$ cat src/rtl/busarb.sv
// -----------------------------------------------------------------------------
// busarb -- round-robin bus arbiter for NMASTERS requesters sharing one bus
// controller.
//
// A master owns the bus from the cycle its gnt bit is high until it is released.
// Release happens when the owner's effective request drops, or when it has used
// HOLD_MAX beats. The owner's write enable, address and write data are steered
// onto the bus only during beats. A read beat's data is captured into rdata on
// the following edge. The matching rvalid bit pulses for that one cycle.
//
// Handshake: req[i] is a level request. The master must hold its request and
// its we/addr/wdata slices stable while it wants beats. A beat happens in every
// cycle where gnt[i] is high and (req[i] & ~inhibit[i]) is high. Dropping the
// request, or raising inhibit, ends the beat combinationally in that cycle. The
// grant is then withdrawn on the next edge.
//
// Parameters : NMASTERS (2..8), ADDR_W, DATA_W, HOLD_MAX (1..15)
// Ports
//   clk        in   clock, all state on rising edge
//   reset      in   asynchronous active-high reset
//   req        in   [NMASTERS]         per-master request
//   inhibit    in   [NMASTERS]         per-master debug inhibit (masks req)
//   m_we       in   [NMASTERS]         per-master write enable
//   m_addr     in   [NMASTERS*ADDR_W]  packed addresses, master i at slice i
//   m_wdata    in   [NMASTERS*DATA_W]  packed write data, master i at slice i
//   gnt        out  [NMASTERS]         registered one-hot-or-zero grant
//   rvalid     out  [NMASTERS]         read-data-valid pulse to the beat's owner
//   rdata      out  [DATA_W]           registered read data, shared
//   bus_we     out                     write enable to the bus controller
//   bus_addr   out  [ADDR_W]           address to the bus controller
//   bus_wdata  out  [DATA_W]           write data to the bus controller
//   bus_rdata  in   [DATA_W]           read data from the bus controller
//   stat_beats out  [16]               saturating beat count (BUSARB_STATS_EN only)
//
// Optional build macro: BUSARB_STATS_EN adds the stat_beats port and its counter.
// -----------------------------------------------------------------------------
module busarb #(
  parameter int NMASTERS = 4,
  parameter int ADDR_W   = 17,
  parameter int DATA_W   = 8,
  parameter int HOLD_MAX = 4
) (
  input  logic                         clk,
  input  logic                         reset,
  input  logic [NMASTERS-1:0]          req,
  input  logic [NMASTERS-1:0]          inhibit,
  input  logic [NMASTERS-1:0]          m_we,
  input  logic [NMASTERS*ADDR_W-1:0]   m_addr,
  input  logic [NMASTERS*DATA_W-1:0]   m_wdata,
  output logic [NMASTERS-1:0]          gnt,
  output logic [NMASTERS-1:0]          rvalid,
  output logic [DATA_W-1:0]            rdata,
  output logic                         bus_we,
  output logic [ADDR_W-1:0]            bus_addr,
  output logic [DATA_W-1:0]            bus_wdata,
  input  logic [DATA_W-1:0]            bus_rdata
`ifdef BUSARB_STATS_EN
  ,
  output logic [15:0]                  stat_beats
`endif
);

  localparam int IW = $clog2(NMASTERS);
  localparam logic [4:0] HOLD_LIMIT = 5'(HOLD_MAX);

  typedef enum logic {
    IDLE = 1'b0,
    OWN  = 1'b1
  } state_t;

  state_t                state, state_nxt;
  logic [NMASTERS-1:0]   ereq;
  logic [NMASTERS-1:0]   gnt_nxt;
  logic [IW-1:0]         owner, owner_nxt;
  logic [IW-1:0]         last_owner, last_owner_nxt;
  logic [IW-1:0]         pick, cand;
  logic                  pick_valid;
  logic [3:0]            beat_cnt, beat_cnt_nxt;
  logic                  beat;
  logic                  owner_we;

  // Debug inhibit masks the raw request everywhere, including mid-ownership.
  assign ereq = req & ~inhibit;

  function automatic logic [IW-1:0] wrap_idx(input logic [IW-1:0] base, input int step);
    int s;
    s = (int'(base) + step) % NMASTERS;
    return IW'(s);
  endfunction

  // Round-robin pick: walk from the farthest candidate toward last_owner+1 so
  // that the closest requesting master is the last (winning) assignment.
  always_comb begin
    pick       = '0;
    pick_valid = 1'b0;
    cand       = '0;
    for (int k = NMASTERS; k >= 1; k--) begin
      cand = wrap_idx(last_owner, k);
      if (ereq[cand]) begin
        pick       = cand;
        pick_valid = 1'b1;
      end
    end
  end

  // A beat is any owned cycle in which the owner still effectively requests.
  assign beat     = (state == OWN) && ereq[owner];
  assign owner_we = m_we[owner];

  // Bus steering is combinational so an inhibit kills the beat in the same cycle.
  assign bus_we    = beat ? owner_we : 1'b0;
  assign bus_addr  = beat ? m_addr[int'(owner)*ADDR_W +: ADDR_W] : '0;
  assign bus_wdata = beat ? m_wdata[int'(owner)*DATA_W +: DATA_W] : '0;

  // Next-state / grant logic.
  always_comb begin
    state_nxt      = state;
    gnt_nxt        = gnt;
    owner_nxt      = owner;
    last_owner_nxt = last_owner;
    beat_cnt_nxt   = beat_cnt;
    case (state)
      IDLE: begin
        if (pick_valid) begin
          state_nxt      = OWN;
          gnt_nxt        = '0;
          gnt_nxt[pick]  = 1'b1;
          owner_nxt      = pick;
          beat_cnt_nxt   = '0;
        end
      end
      OWN: begin
        if (beat) begin
          beat_cnt_nxt = beat_cnt + 4'd1;
        end
        // Release on the edge that ends the cycle where the request dropped, or
        // on the edge that completes the HOLD_MAX-th beat.
        if (!beat || (({1'b0, beat_cnt} + 5'd1) >= HOLD_LIMIT)) begin
          state_nxt      = IDLE;
          gnt_nxt        = '0;
          last_owner_nxt = owner;
        end
      end
      default: begin
        state_nxt = IDLE;
        gnt_nxt   = '0;
      end
    endcase
  end

  always_ff @(posedge clk or posedge reset) begin
    if (reset) begin
      state      <= IDLE;
      gnt        <= '0;
      owner      <= '0;
      last_owner <= IW'(NMASTERS - 1);
      beat_cnt   <= '0;
    end else begin
      state      <= state_nxt;
      gnt        <= gnt_nxt;
      owner      <= owner_nxt;
      last_owner <= last_owner_nxt;
      beat_cnt   <= beat_cnt_nxt;
    end
  end

  // Read return: during OWN, gnt is exactly the owner's one-hot, so it doubles
  // as the rvalid pattern. The pulse is driven even if the grant is released on
  // the same edge.
  always_ff @(posedge clk or posedge reset) begin
    if (reset) begin
      rvalid <= '0;
      rdata  <= '0;
    end else if (beat && !owner_we) begin
      rvalid <= gnt;
      rdata  <= bus_rdata;
    end else begin
      rvalid <= '0;
    end
  end

`ifdef BUSARB_STATS_EN
  logic [15:0] stat_cnt;

  always_ff @(posedge clk or posedge reset) begin
    if (reset) begin
      stat_cnt <= '0;
    end else if (beat && (stat_cnt != 16'hFFFF)) begin
      stat_cnt <= stat_cnt + 16'd1;
    end
  end

  assign stat_beats = stat_cnt;
`endif

endmodule
$ cat config.mk
export PLATFORM = sky130hd
export DESIGN_NAME = busarb
export DESIGN_NICKNAME = d
export VERILOG_FILES = /design/src/rtl/busarb.sv
export SDC_FILE = /design/constraint.sdc
export NUM_CORES = 1
export LEC_CHECK = 0
export ABC_AREA = 1
export CAP_MARGIN = 20
export CORE_MARGIN = 2
export CORE_UTILIZATION = 35
export CTS_CLUSTER_SIZE = 10
export DETAILED_ROUTE_END_ITERATION = 7
export HOLD_SLACK_MARGIN = 0.1
export PLACE_DENSITY = 0.82
export SLEW_MARGIN = 30
export SYNTH_ARGS = -nofsm -noshare
export SYNTH_HDL_FRONTEND = slang
export SYNTH_SLANG_ARGS = --single-unit
export TNS_END_PERCENT = 1
$ cat constraint.sdc
create_clock -name clk -period 1.9 [get_ports clk]
set_input_delay 0.19 -clock clk [delete_from_list [all_inputs] [get_ports clk]]
set_output_delay 0.19 -clock clk [all_outputs]
set_load 0.01 [all_outputs]
After elaboration in Yosys (flattened, before gate mapping)

Cells that the tools add are included.
Widths: inputs -> output; s select.

Input bits: 122
Output and inout port bits: 42
Flip-flop bits (word level): 25

Shift-type cells: 2
Reduce and logical (&&, ||, !) cells: 10
Bitwise logic cells: 3
Add/sub/neg operators: 6
Multipliers: 1
Equality and inequality tests: 3
Magnitude comparators: 8
Mux-type cells: 35

Operators by type and width:

| cell                | number |
|---|---|
| $shiftx 68x8->17    | 1 |
| $shiftx 32x6->8     | 1 |
| $mux 4              | 5 |
| $lt 2x3->1 const B  | 6 |
| $mux 17             | 1 |
| $pmux 4 s2          | 2 |
| $mux 1              | 14 |
| $bmux 1 s2          | 6 |
| $mux 2              | 4 |
| $mux 8              | 1 |
| $reduce_and 2->1    | 4 |
| $mul 2x5->7 const B | 1 |
| $add 4x1->5 const B | 1 |
| $ge 5x3->1 const B  | 1 |
| $add 2x1->2 const B | 2 |
| $add 2x2->2 const B | 2 |
| $add 4x1->4 const B | 1 |
| $and 4x4->4         | 1 |
| $ne 2x1->1 const B  | 2 |
| $not 4->4           | 1 |
| $logic_and 1x1->1   | 3 |
| $demux 1 s2         | 1 |
| $ge 2x1->1 const B  | 1 |
| $logic_not 1->1     | 2 |
| other kinds (4)     | 4 |

Depth between registers and ports, before layout

Gate-level depths: netlist of the first run.

Word-level depth: 14
Gate-level depth with buffers: 13
Mapped depth without buffers: 12

Worst setup path after synthesis of the first run

Ideal clock, no wire load.

Path kind: reg2out
From: reg owner[0]
To: out bus_addr[14]
Data required time: 1.710 ns
Path buffers: 3
Setup slack: 0.364 ns
Stages on the path, launching flop included: 11
Arrival time: 1.346 ns
Cells stage by stage: dfrtp_1 > buf_6 > inv_4 > buf_6 > nand2_2 > nand3_2 > nand2_2 > nor2_4 > inv_2 > buf_2 > a21oi_1

Cells in the longest elaborated chain, start to end: 4
Elaborated cells on any way between the ends: 6

RTL lines:

| element                                                             | RTL line | RTL |
|---|---|---|
| from (decl)                                                         | 74       | `logic [IW-1:0] owner, owner_nxt;` |
| from (signal assigned)                                              | 161      | `owner <= owner_nxt;` |
| parallel branches: the longest is 3 deep, another holds $mul 2x5->7 | -        |  |
| $mux 17 *                                                           | 112      | `assign bus_addr = beat ? m_addr[int'(owner)*ADDR_W +: ADDR_W] : '0;` |
| to (decl)                                                           | 54       | `output logic [ADDR_W-1:0] bus_addr,` |

Mark *: on every way between the ends. The select of a mux whose other input is x is not followed.

Worst setup path after layout of the first run

From: reg owner[0]
To: out bus_addr[16]

Same word-level chain as after synthesis.

==> run metrics, run 1 <==
number of fill cells 574; final setup skew 7.00 ps; number of max-cap violations 0; initial drt markers 132; CP top delay family buffers and inverters; antenna-violating nets left 0; most frequent cells in the layout clkdlybuf4s50_1 (136), nor2_1 (102), o21ai_0 (53); grt ovf 0; Req. time, crit path 1710 ps; critical path's slowest cell dfrtp_2; Ant. Diodes 0; leak pwr 0.00186 µW; global-route wire length before repair around 13000 µm; critical path cell sequence buf_4 -> nand3_1 -> nand3_2 -> nand2_4 -> nor2_4 -> buf_12 -> clkinv_8 -> a21oi_1 -> buf_2; Setup crit start kind flop; PwrDens 1120 nW/µm²; number of buffers and inverters on the critical path 4; Post-Synthesis Cells 367; Core Box Area 6240 µm²; worst hold slack around 140 ps; worst slew pin tran 369 ps; cell area after synthesis around 2200 µm²; Setup TNS Final 0 ps; clk_lat worst skew approximately 260 ps; drt drc 0; die area 7010 µm²; largest fanout on the critical path 7; total clock sinks 25; port bufs approximately 160; Yosys warning count 0; clk root buf clkbuf_8; post-DR vias/cell 4.99; cts bufs inserted 3; critical path type reg -> out; DPL Wire Length 6300 µm; row count 29; # H-tree levels 1; minimum clock period 1870 ps; share of layout cells above drive strength 1 0.187; Core Util, Final 0.659; initial antenna violation count 0; synthesis-stage register bit count 25; Layout Cells excl Fill about 600; highest clock rate roughly 0.54 GHz; Fin. Hold Viols 0; Max stage delay on crit path 420 ps; CTS tree built; vias in the first global route 2966; count of cell types in the netlist 30; Stages on worst setup path 9; DR pass1 iterations 4; setup violators final 0; CTS max path bufs 2; VDD IR max 0.738 mV; Synth Net Count 491; period utilization 0.983; Die W approximately 84 µm; Synth Area per Inst a little over 6 µm²; drt total wl 8430 µm; Slew Viols, Final 0; DR vias around 3.1k; Hold Path Class in -> async; Die Ht ~84 µm; register clock-pin slew on the reported worst setup and hold paths 90 ps; post-layout net count 661; R2R cell count 9; post-placement cell count 600; most common cell after layout, fill and taps aside clkdlybuf4s50_1; Initial Util 0.356; gr usage total 0.218; final RePlAce weighted congestion 0.861; post-synthesis sequential area ratio 0.282; Slew headroom 0.752; Routed wire per std cell 13.8 µm; CP arrival 1680 ps; largest net degree at the start of global routing 37; I/O pins 164; RSZ-0062 raised after global routing yes; outcome complete, no violations; area added between synthesis and finish 84.9%; crit end category primary output
==> final timing paths <==
path / slack, ps / start / end
max in group asynchronous: 1280 / reset / last_owner[1]
worst max-delay path: 30 / owner[0] / bus_addr[16]
worst max register to register: 230 / owner[0] / rdata[6]
worst min-delay path: 140 / reset / rdata[7]
worst min register to register: 480 / rdata[2] / rdata[2]
min in group clk: 480 / bus_rdata[3] / rdata[3]
==> stage by stage <==
step / power, µW / worst slack (ps) / area [µm²]
6_report: 4610 / 31.7 / 4110
5_1_grt: 5020 / -49.4 / 4110
4_1_cts: 4390 / -27.4 / 4080
3_5_place_dp: 4040 / -454 / 3970
3_3_place_gp: 3990 / -352 / 3970
2_1_floorplan: 2780 / 364 / 2220
==> flip-flops by register name, indices dropped and copies added, names as in the netlist <==
register and count:
state 1, beat_cnt 4, rvalid 4, rdata 8, owner 2, gnt 4, last_owner 2
==> what timing repair did <==
item	in CTS	in global routing
endpoints found under the setup margin	26	26
hold buffers	0	0
pin swaps	0	4
gates cloned	1	2
buffers inserted	2	4
gates resized for setup	60	77
==> Yosys cell counts, drive strengths merged <==
| cell type | instances | area share |
|---|---|---|
| nand3 | 34 | 0.079 |
| o21ai | 59 | 0.13 |
| inv | 20 | 0.035 |
| a21oi | 27 | 0.062 |
| xnor2 | 2 | 0.0079 |
| nand4 | 3 | 0.0084 |
| clkbuf | 15 | 0.026 |
| nor2 | 110 | 0.19 |
| xor2 | 2 | 0.0079 |
| a21boi | 1 | 0.0034 |
| dfrtp | 23 | 0.26 |
| dfstp | 2 | 0.024 |
| a32o | 1 | 0.0045 |
| buf | 11 | 0.046 |
| ha | 2 | 0.011 |
| nand2 | 55 | 0.098 |
==> metal layers <==
metal,share of wire,global-route usage,wire length (µm),up-vias
li1,-,-,-,1539
met1,0.38,0.242,3240,1365
met2,0.51,0.408,4340,133
met3,0.069,0.0435,583,22
met4,0.032,0.0777,269,0
met5,0,0,0,-
==> logic make-up after synthesis <==
group,share of synthesized area
AOI/OAI and AO/OA,0.205
xor gates and xnor gates,0.0158
adders and majority gates,0.0113
buffers and inverters,0.106
DFF,0.282
and+or+nand+nor,0.379
==> power breakdown <==
group	leakage [µW]	internal, µW	switching [µW]
logic	0.00152	1480	1910
clock network	0.0000255	146	168
registers	0.000318	738	171
==> cell type report <==
cell class / instances / area (µm²) / area share
clock buffer: 3 / 41.3 / 0.0100
inverter: 20 / 90.1 / 0.0219
multi-input combinational: 296 / 1460 / 0.354
timing repair buffer: 189 / 1770 / 0.431
timing repair inverter: 2 / 20.0 / 0.00487
clock inverter: 1 / 5.00 / 0.00122
tap: 77 / 96.3 / 0.0234
sequential: 25 / 629 / 0.153
Power figures use the tool's default switching activity.
==> inputs of run 2 (changes only) <==
ABC_AREA = unset   (was 1)
CORE_UTILIZATION = 34   (was 35)
==> run 2 against run 1 <==
  * The run now ends with setup timing left
  * Clock skew shrank 5.3 ps
  * Non-clock buffer count is 9 higher
  * Core utilization increased by 2.9 points
  * Maximum frequency shrank 9.7%
  * Clock power rose by 2%
  * Via count shrank 25%
  * Clock-buffer cell count up 1
  * Critical path depth is 1 lower
  * Critical endpoint is now rdata[6]
  * Largest cell class unchanged
  * Largest power group unchanged
  * Highest routed layer unchanged
==> run metrics, run 2 <==
CTS tree built; synthesized-area fraction occupied by adder cells 0.0120 (+0.000707); post-layout net count 492 (-26%); Placement Setup Slack -438 ps (+16.5 ps); die area 6800 µm² (-3.0%); Req. time, crit path 2060 ps (+350 ps); largest fanout on the critical path 10 (+3); Die W 82.4 µm (-1.5%); Slew headroom 0.756 (+0.00489); setup violators final 37 (+37); VDD IR max 0.809 mV (+9.6%); Cell Int Power 2630 µW (+11%); largest family of logic cells by synthesized area multiplexers; DR pass1 iterations 7 (+3); port bufs 163 (unchanged); Routed wire per std cell 17.7 µm (+28%); sequential group share of total power 0.220 (+0.023); Critical R2R Capture rdata[6]; minimum clock period 2070 ps (+200 ps); cell area after synthesis 2090 µm² (-5.9%); row count 28 (-3.4%); clock share of power 0.077 (+0.009); Comb pwr share 0.703 (-0.032); post-DR vias/cell 5.19 (+4.0%); clk_lat worst skew 270 ps (about the same); Core Util, Final 0.687 (+0.0289); most common cell in the netlist mux4_2; Core Box Area 5920 µm² (-5.1%); initial antenna violation count 0 (unchanged); Post-Synthesis Cells 178 (-51%); most frequent cells in the layout clkdlybuf4s50_1 (137), buf_4 (31), mux4_2 (27); synthesis-stage register bit count 25 (unchanged); ys async rst share 1.00 (unchanged); crit end category flop; R2R cell count 8 (-1); total clock sinks 25 (unchanged); min setup slack post-route -168 ps (-200 ps); number of max-cap violations 0 (unchanged); Psw 1530 µW (-32%); vias in the first global route 2311 (-22%); final setup skew 1.66 ps (-5.34 ps); number of fill cells 434 (-24%); leading area contributor after synthesis mux4_2; count of cell types in the netlist 44 (+47%); Most used DFF post-synth dfrtp_1; Die Ht 82.4 µm (-1.5%); cts bufs inserted 3 (unchanged); Synth Net Count 302 (-38%); DPL Wire Length 6460 µm (+2.5%); share of layout cells above drive strength 1 0.324 (+0.138); Fin. Hold Viols 0 (unchanged); Commonest cells post-synth mux4_2 (27), and3_1 (26), dfrtp_1 (23), nor2_1 (9), inv_1 (7); most common cell after layout, fill and taps aside clkdlybuf4s50_1; grt ovf 0 (unchanged); outcome finished with violations; area added between synthesis and finish 94.6%; drt total wl 7810 µm (-7.4%); synth top area cells mux4_2 (29%), dfrtp_1 (28%), and3_1 (7.8%); Yosys warning count 0 (unchanged); post-placement cell count 436 (-27%); Ant. Diodes 0 (unchanged); violated checks setup timing; leak pwr 0.00175 µW (-5.7%); clk root buf clkbuf_8; Hold Path Class in -> async; Post-synth EDFFs 0 (unchanged); Storage cell area 629 µm² (unchanged); post-cts hold buffer count 0 (unchanged); Yosys top cell area share 0.291 (+0.0318); CTS max path bufs 2 (unchanged); I/O pins 164 (unchanged); Post-Synth XOR/XNOR Area 0.00419 (-0.0116); critical path type reg -> reg; Initial Util 0.353 (-0.00292); CP arrival 2230 ps (+550 ps); register clock-pin slew on the reported worst setup and hold paths 90 ps (about the same); Simple-Gate Fraction of Synth Area 0.181 (-0.198); antenna-violating nets left 0 (unchanged); Largest Register rdata; gr usage total 0.221 (+0.00286); mux share of post-synthesis cell area 0.362 (+0.362); post-synthesis sequential area ratio 0.300 (+0.0177); final RePlAce weighted congestion 0.928 (+7.8%); global-route wire length before repair 11300 µm (-12%); Setup crit start kind flop; worst hold slack 258 ps (+120 ps); drt drc 0 (unchanged); Synth Area per Inst 11.8 µm² (+94%); Slew Viols, Final 0 (unchanged); max reg flops 8 (unchanged); initial drt markers 79 (-40%); highest clock rate 0.484 GHz (-9.7%); # H-tree levels 1 (unchanged); compound-cell area share of the yosys netlist 0.0927 (-0.112); largest net degree at the start of global routing 29 (-22%); PwrDens 1020 nW/µm² (-9.0%); DR vias 2293 (-25%); Switching Fraction 0.368 (-0.120); Layout Cells excl Fill 442 (-28%); reg2reg start owner[1]; worst slew pin tran 360 ps (-8.51 ps); RSZ-0062 raised after global routing yes; r2r setup slk -170 ps (-400 ps); multi-input logic area 1440 µm² (-1.4%); period utilization 1.09 (+0.105)
==> run 2: cell count changes after synthesis, sizes merged, moves of 12 or more <==
cell | before | now
o21ai | 59 | 4
a21oi | 27 | 6
nor2 | 110 | 9
mux2 | 0 | 12
inv | 20 | 8
nand2 | 55 | 4
mux4 | 0 | 27
nand3 | 34 | 2
and3 | 0 | 26
==> run 2: worst max-delay path, cell delays in order, from the launching register on <==
cell,delay (ps)
dfrtp_1,420
buf_4,150
buf_4,130
buf_4,130
or3b_4,370
a211oi_2,190
o21ai_1,110
buf_6,150
mux2_1,310
==> run 2: kinds of logic after synthesis <==
logic type                 count (synthesis)
DFF                                       25
and+or+nand+nor                           64
buffers and inverters                     21
xor gates and xnor gates                   1
muxes                                     40
adders and majority gates                  2
AOI/OAI and AO/OA                         25
==> run 2: timing repair <==
action | 4_1_cts | 5_1_grt
pin swaps | 1 | 2
buffers inserted | 2 | 0
resized for setup | 108 | 16
setup endpoints to repair | 35 | 43
gates cloned | 0 | 0
==> run 2: per-layer routing <==
metal / track usage / share of wire / vias up
li1: - / - / 1072
met4: 0.0433 / 0.0081 / 0
met2: 0.418 / 0.53 / 118
met3: 0.0598 / 0.11 / 11
met1: 0.246 / 0.35 / 1092
met5: 0 / 0 / -
==> run 2: per-stage QoR <==
step	cell area (µm²)	total power [µW]	TNS, ps
after global placement	4030	3760	-13610
final	4070	4160	-3430
after detailed placement	4030	3820	-14300
after global routing	4070	4440	-5210
after floorplan	2090	2490	0
after CTS	3990	4080	-3270
==> run 2: final cells by class <==
type / instances / share of cell area
Timing Repair Buffer: 198 / 0.451
Multi-Input combinational cell: 132 / 0.353
Sequential cell: 25 / 0.155
Tap cell: 75 / 0.0231
Clock buffer: 4 / 0.0111
Inverter: 8 / 0.00738
==> run 2: worst max-delay path by stage <==
| stage | cells after the start | slack [ps] | start | to |
|---|---|---|---|---|
| after floorplan | 4 | 80 | owner[0] | bus_addr[10] |
| after global placement | 6 | -420 | inhibit[1] | bus_addr[13] |
| after detailed placement | 6 | -440 | req[0] | bus_addr[11] |
| after CTS | 5 | -200 | owner[1] | bus_addr[11] |
| after global routing | 8 | -210 | owner[1] | rdata[1] |
| final | 8 | -170 | owner[1] | rdata[6] |
==> run 2: power by group through the flow <==
stage | sequential [µW] | combinational [µW] | clock, µW
4_1_cts | 913 | 2840 | 328
3_3_place_gp | 915 | 2840 | 0
6_report | 915 | 2920 | 320
3_5_place_dp | 929 | 2890 | 0
5_1_grt | 943 | 3140 | 350
2_1_floorplan | 926 | 1560 | 0
==> inputs of run 3 (changes only) <==
GPL_ROUTABILITY_DRIVEN = 1   (was unset)
==> results of run 3 <==
Final layout, timing and power as in run 2 (identical DEF).
==> RTL change 1, RTL diff (settings of run 1) <==
Set the parameter `DATA_W` to 6 (it was 8). Comments in the files are not updated.
--- a/src/rtl/busarb.sv
+++ b/src/rtl/busarb.sv
@@ -39,3 +39,3 @@
   parameter int ADDR_W   = 17,
-  parameter int DATA_W   = 8,
+  parameter int DATA_W   = 6,
   parameter int HOLD_MAX = 4
Ports: changed (resized bus_rdata, bus_wdata, m_wdata and rdata); port bits go from 164 to 150. No check against the original RTL was run, so the function may have changed too.
==> RTL change 1 against run 1 <==
The run now ends with setup timing left. Critical path depth stayed put. Clock power decreased by 4%. Hold slack improved by 0.016 ns. Cell area decreased by 4.8%. Global-route usage grew 0.46 points. Clock skew down 0.0019 ns. Wire length shrank 4.9%. Sequential cell count is 2 lower. Total power down 1.2%. Sequential power is 9.4% lower. Setup slack got worse by 0.044 ns. Final cell count down 4.6%. Non-clock buffer count fell by 10. Synthesized area down 6.4%. Critical path type unchanged.
==> RTL change 1: results (changes against run 1) <==
Setup WS post-layout=-0.0120 ns (-0.0437 ns); clk slew on worst S/H paths=0.08 ns; Hold WC Path Type=in -> async; slowest CP cell=dfrtp_2; post-DP HPWL=6020 um (-4.4%); Ant. Diodes=0 (unchanged); layout cells sized above 1=21.4% (+2.7 points); max incr delay on CP=0.43 ns; status=complete, but fails checks; VDD IR max=0.000719 V (-2.6%); failing checks=setup timing; vias per inst=4.89 (-1.9%); R2R depth=11 (+2); Max-Slew Margin vs Limit=67.2% (-8.0 points); initial antenna violation count=0 (unchanged); skew final=0.00507 ns (-0.00192 ns); Reg with most FFs=rdata; Synth area leader=dfrtp_1; P_leak=1.78 nW (-4.1%); Detailed Route WL=8020 um (-4.9%); Nets=625 (-5.4%); PortBufs=149 (-8.6%); first drt pass iteration count=4 (unchanged); gr usage total=22.2% (+0.46 points); Post-synth top cells=nor2_1, nand2_1, o21ai_0, a21oi_1, nand3_1; ys async rst share=100% (unchanged); pre-CTS WS=-0.383 ns (+0.0711 ns); pin count of the biggest net entering global routing=33 (-11%); Clock Tree Root=clkbuf_8; clock buffer depth=2 (unchanged); setup TNS after final layout=-0.0376 ns (-0.0376 ns); vias in the first global route=2,554 (-14%); crit path DAT=1.72 ns (+0.04 ns); Finish-stage setup viols=7 (+7); Synth area leaders=dfrtp_1, nor2_1, o21ai_0, nand2_1, a21oi_1; Synth Net Count=457 (-6.9%); count of cell types in the netlist=29 (-3.3%); R2R Setup Slk=0.08 ns (-0.15 ns); max reg flops=6 (-2); global-route wire length before repair=11,500 um (-11%); Crit Path Max Fanout=7 (unchanged); Synth Flop Type=dfrtp_1; H-tree depth=1 (unchanged); Inserted Clock Buffers=3 (unchanged); Worst-Skew Late Latency=0.27 ns; share of the synthesized area in the top cell type=25.2% (-0.65 points); post-synthesis sequential area ratio=27.8% (-0.49 points); RR Endpoint=beat_cnt[2]$_DFFE_PP0P_; DRT iter0 DRCs=99 (-25%); synth warn=0 (unchanged); Reg2Reg Launch Point=owner[0]$_DFFE_PP0P_; GPL Wtd Cong=0.817 (-5.1%)
RTL change 1: how the worst max path moves through the flow:
stage / end / from / cells past startpoint / slack [ns]
CTS: bus_addr[11] / owner[0]$_DFFE_PP0P_ / 8 / -0.1
global route: bus_addr[1] / owner[0]$_DFFE_PP0P_ / 9 / -0.09
global placement: bus_addr[2] / req[0] / 10 / -0.30
detailed placement: bus_wdata[0] / req[0] / 10 / -0.38
finish: bus_addr[6] / owner[0]$_DFFE_PP0P_ / 9 / -0.01
floorplan: bus_addr[12] / owner[0]$_DFFE_PP0P_ / 8 / 0.37
RTL change 1: timing repair:
action                     CTS  global route
setup buffers                1             5
pin swaps                    0             5
resized for setup           56            83
hold buffers                 0             0
hold endpoints to repair     0             0
setup endpoints to repair   24            24
gates cloned                 0             2
RTL change 1: cells by family (layout without fill, tap and decap cells):
kind of cell	count (synthesis)	after routing	synth area share, %
and+or+nand+nor	188	188	37.4
AOI/OAI and AO/OA	81	81	21.6
buffers and inverters	46	213	10.3
DFF	23	23	27.8
xor gates and xnor gates	3	3	1.62
adders and majority gates	2	2	1.20
RTL change 1: area by class of cell:
| type | instances | area (sq um) |
|---|---|---|
| fill | 506 | 1940 |
| clock inverter | 1 | 5.00 |
| tap | 75 | 93.8 |
| clock buffer | 3 | 41.3 |
| multi-input combinational | 274 | 1400 |
| timing repair inverter | 2 | 25.0 |
| timing repair buffer | 179 | 1640 |
| sequential | 23 | 579 |
| inverter | 28 | 128 |
RTL change 1: metrics by stage:
step | instances | cell area [sq um] | power, mW | hold slack [ns] | util, %
2_1_floorplan | 343 | 2080 | 2.62 | 0.190 | -
3_3_place_gp | 573 | 3750 | 3.87 | 0.442 | 64.1
3_5_place_dp | 573 | 3750 | 3.92 | 0.440 | 64.1
4_1_cts | 578 | 3820 | 4.19 | 0.158 | 65.3
5_1_grt | 585 | 3910 | 4.96 | 0.174 | 66.9
6_report | 585 | 3910 | 4.56 | 0.154 | 66.9
RTL change 1: worst max-delay path: cells and delay by family (launching register included):
| family | cells | cell delay, ns |
|---|---|---|
| flops | 1 | 0.43 |
| compound gates | 1 | 0.11 |
| buf+inv | 4 | 0.52 |
| simple gates | 4 | 0.39 |
RTL change 1: report_power, final:
part           leakage, nW  switching, mW  internal, mW
clock network       0.0255          0.154         0.147
registers            0.293          0.151         0.673
logic                 1.47           1.95          1.48
total                 1.78           2.26          2.30
RTL change 1: per-layer routing:
| metal | wire length [um] | global-route usage, % | up-vias | share of wire [%] |
|---|---|---|---|---|
| li1 | - | - | 1435 | - |
| met1 | 3110 | 25.9 | 1295 | 39 |
| met2 | 4190 | 40.5 | 118 | 52 |
| met3 | 580 | 5.56 | 15 | 7.2 |
| met4 | 142 | 5.76 | 0 | 1.8 |
| met5 | 0 | 0 | - | 0 |
==> RTL change 2, RTL diff (flow settings as in run 1) <==
Made on the original files. Build with the macro `BUSARB_STATS_EN` defined.
--- a/src/rtl/busarb.sv
+++ b/src/rtl/busarb.sv
@@ -36,2 +36,4 @@
 // -----------------------------------------------------------------------------
+`define BUSARB_STATS_EN
+
 module busarb #(
Formal check against the unedited RTL (old outputs only; new: stat_beats): equivalent (Yosys induction, for registers that start in step).
==> RTL change 2 against run 1 <==
Clock skew shrank 0.0033 ns. Synthesized area grew 37%. Critical endpoint is now bus_wdata[6]. Register-to-register slack lost 0.07 ns. Cell area grew 29%. Sequential share of layout area grew 4.1 points. Sequential cell count grew 16. Non-clock buffer count grew 27. Combinational power grew 16%. Clock power grew 77%. Utilization shrank 4.2 points. The run now ends with setup timing left. Setup slack lost 0.054 ns. Die area grew 35%. Wire length grew 33%. Total power grew 28%.
==> RTL change 2: results (changes against run 1) <==
Ant. Diodes=0 (unchanged); layout cells sized above 1=14.3% (-4.4 points); Pint=3.26 mW (+38%); GPL Wtd Cong=0.998 (+16%); crit path DAT=1.73 ns (+0.05 ns); Synth Net Count=598 (+22%); post-synthesis sequential area ratio=33.8% (+5.5 points); Crit Path Max Fanout=27 (+20); status=complete, but fails checks; max reg flops=16 (+8); Hold WC Path Type=in -> async; Congestion Overflow GR=0 (unchanged); per-cell routed wire length=14.4 um (+4.6%); Mean Syn Cell Area=6.43 sq um (+6.1%); Vias=3,820 (+25%); post-DP HPWL=8890 um (+41%); Post-synth top cells=nor2_1, nand2_1, o21ai_0, dfrtp_1, nand3_1; global-route wire length before repair=18,100 um (+41%); dpl cells=771 (+28%); Inserted Clock Buffers=5 (+2); VDD IR max=0.000512 V (-31%); clock buffer depth=2 (unchanged); PortBufs=179 (+9.8%); setup TNS after final layout=-0.0655 ns (-0.0655 ns); filler instances=798 (+39%); ys async rst share=100% (unchanged); first drt pass iteration count=5 (+1); Nets=796 (+20%); count of cell types in the netlist=30 (unchanged); Setup WS post-layout=-0.0223 ns (-0.0540 ns); pre-CTS WS=-0.359 ns (+0.0955 ns); vias per inst=4.90 (-1.9%); failing checks=setup timing; gr usage total=23.3% (+1.5 points); Synth area leaders=dfrtp_1, nor2_1, nand2_1, o21ai_0, nand3_1; skew final=0.00366 ns (-0.00333 ns); H-tree depth=2 (+1); initial antenna violation count=0 (unchanged); synth warn=0 (unchanged); P_leak=2.41 nW (+29%); DRT iter0 DRCs=168 (+27%); Clock Tree Root=clkbuf_8; Slew @ Worst Pin=0.493 ns (+0.124 ns); Worst-Skew Late Latency=0.29 ns (+0.03 ns); Finish-stage setup viols=6 (+6); clk slew on worst S/H paths=0.07 ns (-0.02 ns); pin count of the biggest net entering global routing=42 (+14%)
[RTL change 2: cell count changes in the layout (fill, tap and decap cells not counted), sizes merged, moves of 8 or more]
cell	change
clkbuf	+9
clkdlybuf4s15	+11
clkdlybuf4s50	+17
dfrtp	+16
inv	+10
nand2	+42
nor2	+18
xor2	+8
[RTL change 2: timing repair]
action | 4_1_cts | 5_1_grt
gates resized for setup | 82 | 21
setup buffers | 1 | 0
gates cloned | 0 | 1
endpoints found under the hold margin | 0 | 0
pin swaps | 2 | 0
setup endpoints to repair | 26 | 31
[RTL change 2: stage by stage]
step                      util [%]  total power, mW  cell area, sq um
after global routing          61.6             6.38              5300
after floorplan                  -             3.42              3050
after detailed placement      60.4             5.29              5190
final                         61.6             5.88              5300
after CTS                     61.8             5.85              5310
after global placement        60.4             5.20              5190
[RTL change 2: worst max-delay path, stage by stage]
cell and delay, ns:
clkdlybuf4s50_1 0.48, inv_1 0.06, nor2_2 0.11, nand2_1 0.09, nand3_2 0.10, nand2_4 0.08, nor2_8 0.12, inv_8 0.09
a21oi_1 0.16, clkdlybuf4s15_2 0.24
[RTL change 2: cells by family after synthesis]
kind of cell | share of synthesized area [%]
buffers and inverters | 8.46
DFF | 33.8
adders and majority gates | 0.821
AOI/OAI and AO/OA | 15.1
and+or+nand+nor | 37.0
xor gates and xnor gates | 4.89
[RTL change 2: final timing paths]
kind / from / to / slack (ns) / cells past startpoint
setup / recovery: req[1] / bus_wdata[6] / -0.02 / 10
hold / removal: reset / stat_beats[13]$_DFFE_PP0P_ / 0.32 / 3
setup reg to reg: stat_beats[1]$_DFFE_PP0P_ / stat_beats[7]$_DFFE_PP0P_ / 0.16 / 9
hold reg to reg: rdata[3]$_DFFE_PP0P_ / rdata[3]$_DFFE_PP0P_ / 0.48 / 2
max in group asynchronous: reset / owner[0]$_DFFE_PP0P_ / 1.21 / 3
min in group clk: bus_rdata[0] / rdata[0]$_DFFE_PP0P_ / 0.44 / 3
[RTL change 2: power groups by stage]
stage / registers [mW] / logic (mW) / clock network (mW)
after global placement: 1.38 / 3.82 / 0
after detailed placement: 1.40 / 3.89 / 0
final: 1.38 / 3.94 / 0.558
after global routing: 1.43 / 4.34 / 0.611
after CTS: 1.38 / 3.89 / 0.576
after floorplan: 1.39 / 2.03 / 0
[RTL change 2: final cells by class]
cell class | instances | area (sq um) | share of cell area [%]
inverter | 32 | 129 | 2.43
multi-input combinational | 376 | 1800 | 33.9
clock buffer | 7 | 86.3 | 1.63
sequential | 41 | 1030 | 19.4
tap | 108 | 135 | 2.55
timing repair buffer | 216 | 2120 | 40.0
[RTL change 2: per-layer routing]
layer	wire, um	global-route usage (%)
met1	4190	25.8
met5	0	0
met3	832	5.04
met2	5840	43.8
met4	367	8.23
